==> config.mk <==
export PLATFORM = sky130hd
export DESIGN_NAME = mips32_run_ctrl
export DESIGN_NICKNAME = d
export VERILOG_FILES = /design/src/rtl/mips32_run_ctrl.sv
export SDC_FILE = /design/constraint.sdc
export NUM_CORES = 1
export LEC_CHECK = 0
export ABC_CLOCK_PERIOD_IN_PS = 2000
export CORE_ASPECT_RATIO = 0.8
export CORE_MARGIN = 2
export CORE_UTILIZATION = 39
export DETAILED_ROUTE_END_ITERATION = 10
export PLACE_DENSITY_LB_ADDON = 0.25
export SLEW_MARGIN = 40
export SYNTH_ARGS = -nofsm -noshare
export SYNTH_HDL_FRONTEND = slang
export SYNTH_SLANG_ARGS = --single-unit
==> constraint.sdc <==
create_clock -name clk -period 2 [get_ports clk]
set_input_delay 0.6 -clock clk [delete_from_list [all_inputs] [get_ports clk]]
set_output_delay 0.6 -clock clk [all_outputs]
set_load 0.01 [all_outputs]
==> src/rtl/mips32_run_ctrl.sv <==
// mips32_run_ctrl
// Sequencer that prepares and runs a small MIPS32 core: clears the register
// file, streams a program into instruction memory, pulses the core's init,
// then lets it run until it halts or a cycle limit expires.
//
// Ports
//   clk, rst_n                        clock, synchronous active-low reset
//   start                             begin a clear/load/run sequence
//   prog_valid/prog_data/prog_last    program word stream (ready/valid)
//   prog_ready                        controller accepts a program word
//   mem_we/mem_addr/mem_wdata         instruction-memory write port
//   reg_we/reg_addr/reg_wdata         register-file init write port
//   cpu_init                          one-cycle clear of PC / HALTED / TAKEN_BRANCH
//   cpu_run                           processor clock-enable
//   cpu_halted                        processor HALTED flag
//   busy, done, timeout, overflow     sequence status
//   cycle_count                       cycles spent in RUN (saturating)
//   words_loaded                      program words written this sequence
//
// state | meaning
// ------+------------------------------------------------------------
// IDLE  | waiting for start after reset
// CLR   | writing reg k = k for k = 0..31
// LOAD  | accepting program words into instruction memory
// INIT  | one-cycle cpu_init pulse
// RUN   | processor enabled, counting cycles
// DONE  | processor halted; status held until next start
// TMO   | cycle limit reached; status held until next start
module mips32_run_ctrl #(
  parameter int ADDR_W     = 10,
  parameter int MAX_CYCLES = 1000
) (
  input  logic                clk,
  input  logic                rst_n,
  input  logic                start,
  input  logic                prog_valid,
  input  logic [31:0]         prog_data,
  input  logic                prog_last,
  output logic                prog_ready,
  output logic                mem_we,
  output logic [ADDR_W-1:0]   mem_addr,
  output logic [31:0]         mem_wdata,
  output logic                reg_we,
  output logic [4:0]          reg_addr,
  output logic [31:0]         reg_wdata,
  output logic                cpu_init,
  output logic                cpu_run,
  input  logic                cpu_halted,
  output logic                busy,
  output logic                done,
  output logic                timeout,
  output logic                overflow,
  output logic [15:0]         cycle_count,
  output logic [ADDR_W:0]     words_loaded
);

  typedef enum logic [2:0] {
    S_IDLE, S_CLR, S_LOAD, S_INIT, S_RUN, S_DONE, S_TMO
  } state_t;

  localparam logic [ADDR_W-1:0] TOP_ADDR = '1;
  localparam logic [15:0]       LIMIT    = 16'(MAX_CYCLES - 1);
  localparam logic [15:0]       CC_SAT   = 16'hffff;
  localparam logic [ADDR_W:0]   WL_ONE   = (ADDR_W+1)'(1);

  state_t     state, state_nxt;
  logic [4:0] clr_k;
  logic       xfer;
  logic       at_top;
  logic       at_limit;

  assign xfer     = (state == S_LOAD) && prog_valid;
  assign at_top   = (words_loaded[ADDR_W-1:0] == TOP_ADDR);
  assign at_limit = (cycle_count == LIMIT);

  always_ff @(posedge clk) begin
    if (!rst_n) state <= S_IDLE;
    else        state <= state_nxt;
  end

  // Strobes, addresses and data are forced to zero outside the cycles that
  // use them so the outputs are fully quiet in IDLE/DONE/TMO.
  always_comb begin
    state_nxt  = state;
    prog_ready = 1'b0;
    mem_we     = 1'b0;
    mem_addr   = '0;
    mem_wdata  = '0;
    reg_we     = 1'b0;
    reg_addr   = '0;
    reg_wdata  = '0;
    cpu_init   = 1'b0;
    cpu_run    = 1'b0;
    busy       = 1'b0;
    unique case (state)
      S_IDLE, S_DONE, S_TMO: begin
        if (start) state_nxt = S_CLR;
      end
      S_CLR: begin
        busy      = 1'b1;
        reg_we    = 1'b1;
        reg_addr  = clr_k;
        reg_wdata = {27'd0, clr_k};
        if (clr_k == 5'd31) state_nxt = S_LOAD;
      end
      S_LOAD: begin
        busy       = 1'b1;
        prog_ready = 1'b1;
        if (xfer) begin
          mem_we    = 1'b1;
          mem_addr  = words_loaded[ADDR_W-1:0];
          mem_wdata = prog_data;
          // Last memory slot filled: stop loading even without prog_last.
          if (prog_last || at_top) state_nxt = S_INIT;
        end
      end
      S_INIT: begin
        busy      = 1'b1;
        cpu_init  = 1'b1;
        state_nxt = S_RUN;
      end
      S_RUN: begin
        busy    = 1'b1;
        cpu_run = 1'b1;
        // Halt has priority over the cycle limit.
        if (cpu_halted)    state_nxt = S_DONE;
        else if (at_limit) state_nxt = S_TMO;
      end
      default: state_nxt = S_IDLE;
    endcase
  end

  always_ff @(posedge clk) begin
    if (!rst_n) begin
      clr_k        <= '0;
      words_loaded <= '0;
      cycle_count  <= '0;
      done         <= 1'b0;
      timeout      <= 1'b0;
      overflow     <= 1'b0;
    end else begin
      unique case (state)
        S_IDLE, S_DONE, S_TMO: begin
          if (start) begin
            clr_k        <= '0;
            words_loaded <= '0;
            cycle_count  <= '0;
            done         <= 1'b0;
            timeout      <= 1'b0;
            overflow     <= 1'b0;
          end
        end
        S_CLR: clr_k <= clr_k + 5'd1;
        S_LOAD: begin
          if (xfer) begin
            words_loaded <= words_loaded + WL_ONE;
            if (!prog_last && at_top) overflow <= 1'b1;
          end
        end
        S_RUN: begin
          // The halting cycle itself is not counted, so the count freezes.
          if (cpu_halted) begin
            done <= 1'b1;
          end else begin
            if (at_limit) timeout <= 1'b1;
            if (cycle_count != CC_SAT) cycle_count <= cycle_count + 16'd1;
          end
        end
        default: ;
      endcase
    end
  end

endmodule

==> results of run 1 <==
==> metrics by stage <==
step | TNS, ns | setup WS [ns]
floorplan | 0 | 0.0190
global placement | -35.39 | -0.643
detailed placement | -35.47 | -0.654
CTS | -1.48 | -0.0758
global route | -3.33 | -0.120
finish | -1.39 | -0.0709
==> state kept, by name, indices dropped and copies added (netlist names) <==
signal,count
clr_k,5
state,3
done,1
timeout,1
overflow,1
words_loaded,11
cycle_count,16
==> layout make-up <==
cell class	count	area share [%]
clock buffer	6	1.81
clock inverter	2	0.274
inverter	12	0.985
multi-input combinational	272	39.8
sequential	38	16.9
tap	87	2.38
timing repair buffer	192	37.9
==> Yosys cell counts (3+ instances only) <==
master and number:
a22o_1 3, nor2_1 26, and2_1 4, buf_2 4, a31oi_1 7, xor2_1 4
clkbuf_1 14, nand4_1 7, inv_1 10, dfxtp_1 38, and3_1 52, or3_1 4
ha_1 4, xnor2_1 8, a21oi_1 15, nor4_1 3, nand4b_1 4, buf_4 32
nor3_1 5, o21ai_0 5, nand3_1 16, nand2_1 26, o31ai_1 3, o211ai_1 3
a211oi_1 3
==> logic make-up (layout without fill, tap and decap cells) <==
family,count (synthesis),in the layout
adders and majority gates,5,5
DFF,38,38
and+or+nand+nor,168,168
muxes,1,1
AOI/OAI and AO/OA,59,59
other,1,27
buffers and inverters,63,212
xor gates and xnor gates,12,12
==> final timing paths <==
check / end / from / slack (ns)
max: mem_wdata[19] / state[0] / -0.07
max reg2reg: cycle_count[7] / state[2] / 0.05
min reg2reg: overflow / overflow / 0.47
min: overflow / overflow / 0.47
==> metal layers <==
metal / track usage, % / part of all wire (%) / wire length, µm / vias to the layer above
met4: 4.79 / 0.76 / 72 / 0
met5: 0 / 0 / 0 / -
met1: 31.9 / 47 / 4460 / 1528
met3: 3.83 / 5.0 / 478 / 7
met2: 35.4 / 47 / 4460 / 112
li1: - / - / - / 1549
==> worst max-delay path: stages (launching register included) <==
cell and delay [ns]:
dfxtp_2 0.34, nor2_4 0.11, nand2_2 0.07, inv_2 0.08, buf_12 0.14, clkbuf_16 0.16
and3_1 0.15, buf_2 0.13
==> power by group <==
group          switching [mW]  internal (mW)  leakage (nW)  total [mW]
clock network           0.280          0.277        0.0472       0.557
logic                   0.881          0.965          1.71        1.85
registers              0.0427          0.799         0.310       0.841
total                    1.20           2.04          2.06        3.24
==> timing repair <==
| action | in CTS | in global routing |
|---|---|---|
| pin swaps | 2 | 15 |
| buffers inserted | 3 | 7 |
| resized for setup | 219 | 79 |
| setup endpoints to repair | 77 | 74 |
| cloned | 3 | 2 |
==> results.toml, run 1 <==
[run_status]
status = "finished, violations left"
failed_checks = "setup timing"

[final_layout]
multi_input_area_um2 = 1820
fill_cells = 579
diodes = 0
regArea_um2 = 771
drive_gt1_share_pct = 36.2
mostFrequentLayoutCells = "64 x clkdlybuf4s50_1, 54 x buf_4, 35 x buf_2, 32 x and3_1, 30 x dfxtp_1"
stdcell_count = 609
finalInstanceArea_um2 = 4570
syn_to_final_growth_pct = 70.4
final_common_cell = "clkdlybuf4s50_1"
final_util_pct = 67.7
nets = 563

[clock_tree]
ctsHoldBuffers = 0
root_buffer = "clkbuf_8"
clk_pin_slew_worst_paths_ns = 0.08
cts_tree = "built"
htree_levels = 2
numCtsBuffers = 5
cts.path.max_buffers = 2
clock-sinks = 38
insertion_delay_ns = 0.29

[setup_path]
worst_r2r_path_depth = 7
start_kind = "flop"
critPathKind = "flop to output pin"
cp.required_ns = 1.40
path_max_fanout = 11
cp_data_arrival_time_ns = 1.47
cp-end-kind = "output pin"

[detailed_routing]
viasPerCell = 5.25
vias = 3196
routedWlPerCell_um = 15.5
routed_wl_um = 9470
drtIter0Drc = 201
drtPass1Iterations = 4
remaining_drc_errors = 0
detail-route-antenna-nets = 0

[floorplanning]
core_um2 = 6760
num_io_pins = 153
die_width_um = 96.7
initial_core_util_pct = 39.7
die_area_um2 = 7560
die_h_um = 78.2
row_count = 27

[power]
leakage_nw = 2.06
p_per_area_nw_per_um2 = 709
ir_drop_uv = 327
p_total_mw = 3.24

[place]
place_inst = 587
gp_congestion = 0.938
port_buffers = 125
dpl_cell_area_um2 = 4250
place_hpwl_um = 6470

[synthesis]
async_flop_share_pct = 0
syn-cell-area_um2 = 2680
ys.warnings.count = 0
yosysTopAreaCell = "dfxtp_1"
synthAdderAreaFrac_pct = 2.24
synth_top_family_by_area = "simple AND/OR/NAND/NOR gates"
synth_top_flop_cell = "dfxtp_1"
ys_top_cells_by_area = "dfxtp_1 28%, and3_1 12%, buf_4 9.0%"
yosysSeqAreaShare_pct = 28.3
muxShareOfSynthArea_pct = 0.373
netlist_instances = 347
ys_ff_latch = 38
yosys.area.top_type_share_pct = 28.3
yosys.area_share.simple_pct = 35.9
synth-edff-count = 0
syn_avg_cell_area_um2 = 7.73
synth_compound_area_share_pct = 15.3
synth-xor-area-share_pct = 3.92
ys_types = 63

[global_route]
antenna_found_initial = 0
grt_usage_pct = 22.3
grt_pass1_vias = 2779
grt_max_degree = 23
grt_pass1_wl_um = 14100
gr-total-overflow = 0

[timing]
setup_violations = 31
period_share_pct = 104
finalWorstSetupSlack_ns = -0.0709
drv_slew = 0
clock_skew_ns = 0.00449
hold_violations = 0
hold_ws_ns = 0.471
rsz0062_at_grt = "yes"
max_freq_mhz = 483
fin_crit_ns = 2.07

[job]
cap_violations = 0

[hold_path]
min_delay_path_depth = 2
hold_class = "flop to flop"
No activity file was read; power rests on OpenSTA's default activity.
==> run 2, diff against run 1 <==
--- a/config.mk
+++ b/config.mk
@@ -12,5 +12,4 @@
 export DETAILED_ROUTE_END_ITERATION = 10
 export PLACE_DENSITY_LB_ADDON = 0.25
-export SLEW_MARGIN = 40
 export SYNTH_ARGS = -nofsm -noshare
 export SYNTH_HDL_FRONTEND = slang
==> constraint.sdc (replaced) <==
create_clock -name clk -period 2 [get_ports clk]
set_input_delay 0.3 -clock clk [delete_from_list [all_inputs] [get_ports clk]]
set_output_delay 0.3 -clock clk [all_outputs]
set_load 0.01 [all_outputs]
==> run 2 against run 1 <==
  * The flow now finishes without violations
  * Non-clock buffer count down 20
  * Fmax up 9.6%
  * First-iteration DRC count down 36%
  * Highest routed layer unchanged
  * Sequential share of layout area up 0.98 points
==> results.toml, run 2 (synthesis gave the netlist of run 1 again) <==
[detailed_routing]
routedWlPerCell_um = 14.6
drtIter0Drc = 129
detail-route-antenna-nets = 0
routed_wl_um = 8580
remaining_drc_errors = 0
viasPerCell = 5.19
drtPass1Iterations = 4
vias = 3049

[final_layout]
drive_gt1_share_pct = 15.0
stdcell_count = 588
largest-register = "cycle_count"
fill_cells = 634
finalInstanceArea_um2 = 4290
diodes = 0
mostFrequentLayoutCells = "67 x clkdlybuf4s50_1, 56 x dlygate4sd2_1, 52 x and3_1, 41 x buf_4, 35 x dfxtp_1"
reg_top3 = "cycle_count: 16 flops, words_loaded: 11 flops, clr_k: 5 flops"
nets = 543
final_util_pct = 63.4
largest_reg_flops = 16
final_common_cell = "clkdlybuf4s50_1"
syn_to_final_growth_pct = 59.7

[clock_tree]
root_buffer = "clkbuf_8"
numCtsBuffers = 5
insertion_delay_ns = 0.30
htree_levels = 2
clk_pin_slew_worst_paths_ns = 0.08
cts.path.max_buffers = 2
cts_tree = "built"
ctsHoldBuffers = 0
clock-sinks = 38

[floorplanning]
row_count = 27
die_h_um = 78.2
num_io_pins = 153
die_width_um = 96.7
die_area_um2 = 7560
initial_core_util_pct = 39.7
core_um2 = 6760

[timing]
rsz0062_at_grt = "no"
max_freq_mhz = 529
setup_violations = 0
period_share_pct = 94.5
clock_skew_ns = 0.0156
hold_violations = 0
drv_slew = 0
finalWorstSetupSlack_ns = 0.111
hold_ws_ns = 0.455
tns_ns = 0
fin_crit_ns = 1.89

[setup_path]
path_max_fanout = 4
critPathKind = "primary input to flop"
cp-end-kind = "flop"
cp_data_arrival_time_ns = 2.08
start_kind = "primary input"
cp.required_ns = 2.19

[global_route]
grt_usage_pct = 21.6
grt_max_degree = 45
grt_pass1_wl_um = 13800
gr-total-overflow = 0
grt_pass1_vias = 2769
antenna_found_initial = 0

[hold_path]
hold_class = "flop to flop"

[place]
place_inst = 579
port_buffers = 125
dpl_cell_area_um2 = 4220
place_ws_ns = -0.201
place_hpwl_um = 6540
gp_congestion = 0.891

[power]
ir_drop_uv = 306
p_per_area_nw_per_um2 = 652
leakage_nw = 2.13
p_total_mw = 2.80

[run_status]
status = "finished, final reports clean"

[job]
cap_violations = 0
-- run 2: worst paths after layout --
check	cells after the start	end	slack, ns	from
setup / recovery	6	cycle_count[15]	0.11	start
hold / removal	2	timeout	0.45	timeout
setup reg to reg	6	cycle_count[15]	0.11	state[2]
hold reg to reg	2	timeout	0.45	timeout
-- run 2: final cells by class --
type                    instances  area [µm²]  share of cell area [%]
inverters                      12        45.0                    1.05
well taps                      87         109                    2.54
clock inverters                 1        7.51                   0.175
multi-input cells             272        1670                    38.9
clock buffers                   6        72.6                    1.69
repair buffers                172        1620                    37.8
flip-flops and latches         38         764                    17.8
-- run 2: what timing repair did --
| item | in CTS | in global routing |
|---|---|---|
| gates cloned | 0 | 1 |
| resized for setup | 61 | 6 |
| pin swaps | 0 | 3 |
| buffers inserted | 1 | 0 |
| endpoints found under the setup margin | 58 | 17 |
-- run 2: worst max-delay path, cell delays in order --
cell and delay (ns):
clkdlybuf4s50_1 0.52, or4b_4 0.50, nand2_2 0.09, nor2_2 0.06, a22o_1 0.30, a211o_1 0.31
-- run 2: layer usage --
| metal | vias up | share of wire (%) | global-route usage (%) |
|---|---|---|---|
| met4 | 0 | 0.55 | 3.94 |
| met5 | - | 0 | 0 |
| li1 | 1496 | - | - |
| met3 | 6 | 5.7 | 3.92 |
| met1 | 1442 | 47 | 30.8 |
| met2 | 105 | 47 | 34.5 |
-- run 2: power breakdown --
group / total [mW] / switching (mW) / internal (mW) / leakage, nW
registers: 0.860 / 0.0606 / 0.799 / 0.308
clock network: 0.514 / 0.275 / 0.239 / 0.0373
logic: 1.42 / 0.709 / 0.713 / 1.78
total: 2.80 / 1.04 / 1.75 / 2.13
==> RTL change (config.mk and constraints of run 1) <==
Set the parameter `ADDR_W` to 9 (it was 10).
--- a/src/rtl/mips32_run_ctrl.sv
+++ b/src/rtl/mips32_run_ctrl.sv
@@ -27,7 +27,7 @@
 // DONE  | processor halted; status held until next start
 // TMO   | cycle limit reached; status held until next start
 module mips32_run_ctrl #(
-  parameter int ADDR_W     = 10,
+  parameter int ADDR_W     = 9,
   parameter int MAX_CYCLES = 1000
 ) (
   input  logic                clk,
Ports: changed (resized mem_addr and words_loaded); port bits go from 153 to 151. No check against the original RTL was run, so the function may have changed too.
==> RTL change against run 1 <==
The flow still finishes with violations (setup timing); critical path depth grew 1; largest power group unchanged; routed wire length grew 5.4%; clock power shrank 4.5%; final area grew 3.0%; power grew 0.34%; worst setup slack lost 0.13 ns; cell count grew 0.33%; synthesized area shrank 1.4%; sequential cell count shrank 1.
==> RTL change: results (changes against run 1) <==
======================================================================================
Portion of the post-synthesis area used by sequential elements                  28.00%   was 28.34%
Comb power                                                                     1900 uW   was 1850 uW
Buffers added on ports                                                             123   was 125
Average vias per placed instance                                                 5.409   was 5.248
Global routing usage on met2                                                    41.94%   was 35.42%
Wire length on met3                                                             866 um   was 478 um
Routed metal-1 wire length                                                    4.216 mm   was 4.458 mm
Power in sequential cells                                                       824 uW   was 841 uW
Via count of the first global-routing pass                                        3035   was 2779
Status                                                                    finished with violations   unchanged
Violations in the final reports                                           setup timing   unchanged
Wire length of the first global-routing pass                                  15.09 mm   was 14.14 mm
Detail Route met2 WL                                                          4.768 mm   was 4.458 mm
Post-place setup slack                                                      -0.6568 ns   was -0.6538 ns
Hold Crit Endpoint                                                        cycle_count[9]   was overflow
Total placed instance area                                                0.004218 mm2   was 0.004253 mm2
Min-delay src                                                             cycle_count[9]   was overflow
Last weighted congestion value of the routability-driven placer                 0.8793   was 0.9378
Layout Nets                                                                        569   was 563
Worst path setup slack after routing                                        -0.2021 ns   was -0.07089 ns
Cell depth of the worst min-delay path                                               1   was 2
Final setup violation count                                                         43   was 31
Worst EP arrival                                                               1.60 ns   was 1.47 ns
Number of distinct standard cells referenced by the synthesized netlist             55   was 63
Standby leakage power                                                      0.002072 uW   was 0.002064 uW
Largest cells by area after synthesis                                     dfxtp_1 28%, and3_1 12%, buf_4 9.1%   was dfxtp_1 28%, and3_1 12%, buf_4 9.0%
Met3 Track Usage GR                                                             4.757%   was 3.829%
Overall track demand over capacity in global routing                            25.44%   was 22.35%
======================================================================================
-- RTL change: kinds of logic after synthesis --
kind of cell	share of synthesized area [%]
and+or+nand+nor	33.26
AOI/OAI and AO/OA	20.77
buffers and inverters	13.67
DFF	28.00
adders and majority gates	2.365
muxes	1.135
xor gates and xnor gates	0.6624
other	0.1418
-- RTL change: what timing repair did --
| item | 4_1_cts | 5_1_grt |
|---|---|---|
| pin swaps | 9 | 19 |
| gates cloned | 7 | 0 |
| setup endpoints to repair | 84 | 72 |
| gates resized for setup | 242 | 71 |
| setup buffers | 12 | 2 |
-- RTL change: layout make-up --
type | instances | share of cell area (%)
clock buffers | 5 | 1.462
clock inverters | 3 | 0.3720
inverters | 9 | 0.7175
multi-input cells | 278 | 39.46
flip-flops and latches | 37 | 16.24
well taps | 84 | 2.232
repair buffers | 195 | 39.52
-- RTL change: worst max path at each step --
stage,startpoint,to,cells after the start
finish,state[1],mem_addr[7],8
detailed placement,prog_valid,mem_wdata[11],4
floorplan,state[2],mem_wdata[0],5
global route,state[1],mem_addr[7],8
CTS,state[2],mem_wdata[19],8
global placement,prog_valid,mem_wdata[11],4
-- RTL change: metrics by stage --
stage               power [uW]  cells  utilization (%)  hold WS, ns  setup TNS, ns
global route              3439    611            72.73       0.4957         -8.366
CTS                       3150    611            69.66       0.4861         -6.671
global placement          2208    584            65.15       0.4621         -36.33
finish                    3255    611            72.73       0.4788         -5.174
detailed placement        2238    584            65.15       0.4696         -36.88
floorplan                 1570    377                -       0.4381              0
-- RTL change: worst max-delay path, cell delays in order (launching register included) --
cell and delay (ns):
dfxtp_2 0.34, inv_2 0.05, nor3_4 0.18, buf_6 0.13
buf_8 0.10, buf_12 0.11, buf_16 0.11, and3_1 0.15
buf_2 0.13
